**config.mk**
```make
export PLATFORM = sky130hd
export DESIGN_NAME = fetch_queue
export DESIGN_NICKNAME = d
export VERILOG_FILES = /design/src/rtl/fetch_queue.sv
export SDC_FILE = /design/constraint.sdc
export NUM_CORES = 1
export LEC_CHECK = 0
export ABC_AREA = 1
export BUFFER_PORTS_ARGS = -buffer_cell sky130_fd_sc_hd__buf_4
export CELL_PAD_IN_SITES_DETAIL_PLACEMENT = 0
export CELL_PAD_IN_SITES_GLOBAL_PLACEMENT = 2
export CORE_MARGIN = 5
export CORE_UTILIZATION = 40
export CTS_CLUSTER_SIZE = 8
export DETAILED_ROUTE_END_ITERATION = 7
export PLACE_DENSITY = 0.93
export SYNTH_ARGS = -nofsm -noshare
export SYNTH_HDL_FRONTEND = slang
export SYNTH_SLANG_ARGS = --single-unit
```
**constraint.sdc**
```tcl
create_clock -name clk -period 15.1 [get_ports clk]
set_clock_uncertainty 0.05 [all_clocks]
set_input_delay 4.53 -clock clk [delete_from_list [all_inputs] [get_ports clk]]
set_output_delay 4.53 -clock clk [all_outputs]
set_load 0.02 [all_outputs]
```
**src/rtl/fetch_queue.sv**
```systemverilog
// Instruction prefetch queue: sequential fetch over a req/ack memory port, FIFO of {pc, instr}, redirect flush.
// Optional same-cycle ack-to-output bypass when FETCH_QUEUE_BYPASS_EN is defined.
module fetch_queue #(
    parameter int          DEPTH    = 4,
    parameter logic [31:0] RESET_PC = 32'h0000_0000
) (
    input  logic                       clk,
    input  logic                       rst,
    input  logic                       redirect,
    input  logic [31:0]                redirect_pc,
    output logic                       imem_req,
    output logic [31:0]                imem_addr,
    input  logic                       imem_ack,
    input  logic [31:0]                imem_rdata,
    output logic                       out_valid,
    input  logic                       out_ready,
    output logic [31:0]                out_pc,
    output logic [31:0]                out_instr,
    output logic [$clog2(DEPTH+1)-1:0] count
);

    localparam int PW = $clog2(DEPTH);
    localparam int CW = $clog2(DEPTH + 1);
    localparam logic [CW-1:0] DEPTH_C = CW'(DEPTH);

    typedef struct packed {
        logic [31:0] pc;
        logic [31:0] instr;
    } entry_t;

    typedef enum logic {
        FETCH = 1'b0,
        DROP  = 1'b1
    } state_t;

    state_t        state, state_nx;
    logic [31:0]   fetch_pc;
    logic [31:0]   drop_addr;
    entry_t        mem [DEPTH];
    logic [PW-1:0] rd_ptr, wr_ptr;
    logic [CW-1:0] cnt;

    logic ack_v;
    logic fifo_pop;
    logic push;
    logic byp;
    logic byp_take;
    entry_t head;

    assign head     = mem[rd_ptr];
    assign fifo_pop = (cnt != '0) && out_ready && !redirect;
    assign ack_v    = imem_req && imem_ack;

`ifdef FETCH_QUEUE_BYPASS_EN
    assign byp = (cnt == '0) && (state == FETCH) && ack_v && !redirect;
`else
    assign byp = 1'b0;
`endif

    // A bypassed word taken by IF/ID never enters the buffer.
    assign byp_take  = byp && out_ready;
    assign push      = (state == FETCH) && ack_v && !redirect && !byp_take;

    assign out_valid = (cnt != '0) || byp;
    assign out_pc    = byp ? fetch_pc   : head.pc;
    assign out_instr = byp ? imem_rdata : head.instr;
    assign count     = cnt;

    always_comb begin
        state_nx  = state;
        imem_req  = 1'b0;
        imem_addr = fetch_pc;
        case (state)
            FETCH: begin
                // A pop frees a slot this cycle, so a full queue may still issue.
                imem_req = !rst && ((cnt < DEPTH_C) || fifo_pop);
                if (redirect && imem_req && !imem_ack)
                    state_nx = DROP;
            end
            DROP: begin
                // The abandoned request stays on the bus until memory answers it.
                imem_req  = !rst;
                imem_addr = drop_addr;
                if (ack_v)
                    state_nx = FETCH;
            end
            default: state_nx = FETCH;
        endcase
    end

    always_ff @(posedge clk) begin
        if (rst) begin
            state     <= FETCH;
            fetch_pc  <= RESET_PC;
            drop_addr <= '0;
            rd_ptr    <= '0;
            wr_ptr    <= '0;
            cnt       <= '0;
        end else begin
            state <= state_nx;
            if (state == FETCH && state_nx == DROP)
                drop_addr <= fetch_pc;
            if (redirect) begin
                rd_ptr   <= '0;
                wr_ptr   <= '0;
                cnt      <= '0;
                fetch_pc <= redirect_pc & ~32'h3;
            end else begin
                if (push)
                    wr_ptr <= wr_ptr + PW'(1);
                if (fifo_pop)
                    rd_ptr <= rd_ptr + PW'(1);
                if (push && !fifo_pop)
                    cnt <= cnt + CW'(1);
                else if (!push && fifo_pop)
                    cnt <= cnt - CW'(1);
                if (state == FETCH && ack_v)
                    fetch_pc <= fetch_pc + 32'd4;
            end
        end
    end

    always_ff @(posedge clk) begin
        if (push)
            mem[wr_ptr] <= '{pc: fetch_pc, instr: imem_rdata};
    end

endmodule

```
-- Yosys cells after proc, flatten, opt, wreduce, memory -nomap -nowiden
Memory sizes are Yosys's and may differ from the RTL's. A register that Yosys moved wholly into a read port is not among the register bits.
Cells that the tools add are included.
Widths: inputs -> output; s select.
- input port bits: 69
- bits in writable memories: 256
- bits in registers: 72
- output and inout bits: 101
- ROM bits: 0
- logic and storage cells: 49
- memories: 1
- bits in latches: 0
- reductions and logical operators: 21
- order comparisons: 1
- bitwise logic cells: 1
- equality and inequality tests: 0
- muxes and demuxes: 13
- multipliers: 0
- add/subtract/negate cells: 5
- shifts and indexed selects: 0
- div/mod/pow operators: 0
- memory list (memory ; words ; width ; read ports ; clocked after Yosys merged registers in ; wr ports ; RTL line ; RTL):
    mem ; 4 ; 64 ; 1 ; 1 ; 1 ; 39 ; entry_t mem [DEPTH];
- operator list (operator ; number):
    $mux 32 ; 3
    $add 32x3->32 const B ; 1
    $logic_and 1x1->1 ; 11
    $mux 3 ; 2
    $logic_not 1->1 ; 5
    $add 2x1->2 const B ; 2
    $mux 1 ; 4
    $mux 2 ; 2
    $pmux 1 s2 ; 2
    $reduce_bool 2->1 ; 2
    $add 3x1->3 const B ; 1
    $lt 3x3->1 const B ; 1
    $reduce_bool 3->1 ; 1
    $sub 3x1->3 const B ; 1
    $reduce_or 2->1 ; 1
    $logic_or 1x1->1 ; 1
    $not 1->1 ; 1

-- Logic depth before layout (Yosys ltp)
- word-level depth: 13
- mapped depth: 12
- gate-level depth less buffers: 11

-- Least setup slack after synthesis
No wires, ideal clock.
- path kind: input to output
- from: input port redirect
- to: output port imem_req
- slack: 5.397 ns
- required time: 10.520 ns
- cell stages on the path: 3
- path buffers: 0
- arrival: 5.123 ns
- cell sequence: inv_2 > a21oi_1 > a21oi_1
- longest elaborated chain between the ends: 5
- RTL lines (item ; RTL line ; RTL):
    start: declaration ; 9 ; input logic redirect,
    $logic_not 1->1 ; 51 ; assign fifo_pop = (cnt != '0) && out_ready && !redirect;
    $logic_and 1x1->1 ; 51 ;
    $logic_or 1x1->1 ; 76 ; imem_req = !rst && ((cnt < DEPTH_C) || fifo_pop);
    $logic_and 1x1->1 ; 76 ;
    $pmux 1 s2 ; 73 ; case (state)
    end: declaration ; 11 ; output logic imem_req,
No other way between the ends.

-- Worst setup path in the final report
Ends and elaborated chain as after synthesis.

==> impl_metrics.yaml <==
floorplan:
  die-height_um: 192.5
  initial_utilization: 0.4073
  die_w_um: 192.5
  fp-row-count: 66
  pin_count: 170
  dieArea_um2: 37050
  core_area_um2: 32700
placed_design:
  placed_cells: 1849
  placed_area_um2: 14920
  dpl_worst_slack_ns: 4.616
  portBuffers: 163
  place.gp.congestion: 0.8060
  dp_hpwl_um: 21260
drt:
  postRouteAntennaNets: 0
  route.detailed.drc: 0
  vias_per_cell: 5.091
  finalWirelength_um: 34910
  avgRoutedWirePerCell_um: 18.28
  vias: 9718
  drt-initial-drc-count: 633
  dr.pass1.iters: 5
clock_network:
  cts.sinks: 318
  cts_tree: "built"
  cts-buffers-inserted: 45
  hold_buffers: 0
  htree_num_levels: 2
  clk_latency_ns: 0.54
  clk_pin_slew_ns: 0.05
  ctsResizeCount: 0
  postCtsSetupRepairBufs: 0
  clockRootBuffer: "clkbuf_16"
  clock_path_buffers: 3
global_route:
  grt_overflow_total: 0
  antenna_found_initial: 0
  grt_max_degree: 95
  grt_pass1_vias: 9478
  grt_pass1_wl_um: 53380
  track_usage: 0.1862
final_layout:
  diodes: 0
  seq_area_um2: 8855
  layout-drive-gt1-share: 0.1704
  final_area_um2: 16150
  fin_nets: 1530
  multi_input_area_um2: 3909
  final_util: 0.4938
  final_cell_mix: "nor2_1, edfxtp_1, o21ai_0"
  final_common_cell: "nor2_1"
  fin_cells: 1909
  area_growth_pct: 21.25
  n_fill_cell: 2992
critical_path:
  worstSetupStartpoint: "redirect"
  cp_max_fo: 31
  critPathArrivalTime_ns: 5.89
  cp.required_ns: 10.52
  worstReg2RegStart: "state"
  critPathLaunchType: "input pin"
  crit_type: "input pin to output port"
  end_kind: "output port"
synth:
  syn_area_um2: 13320
  synthDistinctLibCells: 35
  synth_area_leaders: "edfxtp_1, dfxtp_1, o21ai_0"
  yosys_warnings: 0
  syn_inst: 1302
  syn_avg_cell_area_um2: 10.23
  yosys.area.top_type_share: 0.5591
  synth_seq_cells: 318
  synth_area_leader_cell: "edfxtp_1"
  seq_area_frac_synth: 0.6643
timing:
  max-slew-margin-rel: 0.3181
  setup_viol: 0
  setup_tns_ns: 0
  rsz0062_at_grt: "false"
  final.min_clock_period_ns: 10.47
  hold_viol: 0
  holdWs_ns: 0.4238
  tightest_slew_ns: 1.020
  fin_crit_sh: 0.6936
  max_freq_mhz: 95.49
  setup_ws_ns: 4.627
  slew_violations: 0
hold_path:
  worst_hold_path_type: "flip-flop to flip-flop"
  min-delay-start: "rd_ptr[1]"
status:
  status: "completed"
power_and_ir_drop:
  max-vdd-ir-drop_mv: 0.08888
  power.total_mw: 2.000
  leakagePower_nw: 5.891
  pwr_density_cell_nw_per_um2: 123.8
job:
  maxCapViolations: 0
cells in the mapped netlist:
library cell	n
nor2_1	268
edfxtp_1	248
o21ai_0	207
nand2_1	196
inv_1	72
dfxtp_1	70
o22ai_1	62
clkbuf_1	53
nand3_1	32
a21oi_1	30
buf_2	11
buf_4	8
ha_1	6
xor2_1	6
inv_2	3
nand4_1	3
nor2_2	3
nor2_4	3
nor3_1	3
nand2_2	2
nand3_4	2
a21oi_2	1
buf_1	1
clkinv_1	1
conb_1	1
fa_1	1
nand2_4	1
nand3_2	1
nand4_4	1
nor4_2	1
o211a_1	1
o211ai_1	1
o21ai_2	1
o21bai_1	1
xnor2_1	1
worst paths after layout:
kind	end	slack, ns	cells past startpoint
max	imem_req	4.63	5
min	flip-flop	0.42	2
max reg2reg	mem[2][0]	11.97	6
min reg2reg	flip-flop	0.42	2
logic make-up (layout without fill, tap and decap cells):
logic type | after synthesis | after routing | synth area share
buffers and inverters | 149 | 311 | 0.04528
adder cells (fa/ha/maj) | 7 | 7 | 0.007139
flip-flops | 318 | 318 | 0.6643
XOR/XNOR | 7 | 7 | 0.004603
other | 1 | 4 | 0.0002816
AO/OA/AOI/OAI | 304 | 304 | 0.1214
AND/OR/NAND/NOR | 516 | 516 | 0.1570
metal layers:
layer | track usage | up-vias | share of wire
met3 | 0.03672 | 46 | 0.066
li1 | - | 4775 | -
met5 | 0 | - | 0
met1 | 0.2597 | 4611 | 0.45
met2 | 0.3002 | 286 | 0.46
met4 | 0.04909 | 0 | 0.019
flip-flops by register name (all words and copies together), names as in the netlist, named ones only:
signal and cells:
fetch_pc 30, wr_ptr 2, state 1, mem 248, count 3, rd_ptr 2, drop_addr 30
worst max-delay path: stages:
cell and delay, ns:
buf_4 0.24, inv_2 0.50, a21oi_1 0.18, a21oi_1 0.24, buf_4 0.18
area by class of cell:
| type | instances | area share |
|---|---|---|
| clock buffers | 58 | 0.07407 |
| clock inverters | 2 | 0.002247 |
| inverters | 76 | 0.01774 |
| multi-input cells | 838 | 0.2420 |
| flip-flops and latches | 318 | 0.5483 |
| well taps | 442 | 0.03425 |
| repair buffers | 175 | 0.08135 |
power breakdown:
group,leakage [nW],switching (mW),internal [mW]
registers,2.86,0.0222,0.964
logic,2.44,0.0773,0.0470
clock network,0.598,0.344,0.545
total,5.89,0.443,1.56
No activity file was read; power rests on OpenSTA's default activity.
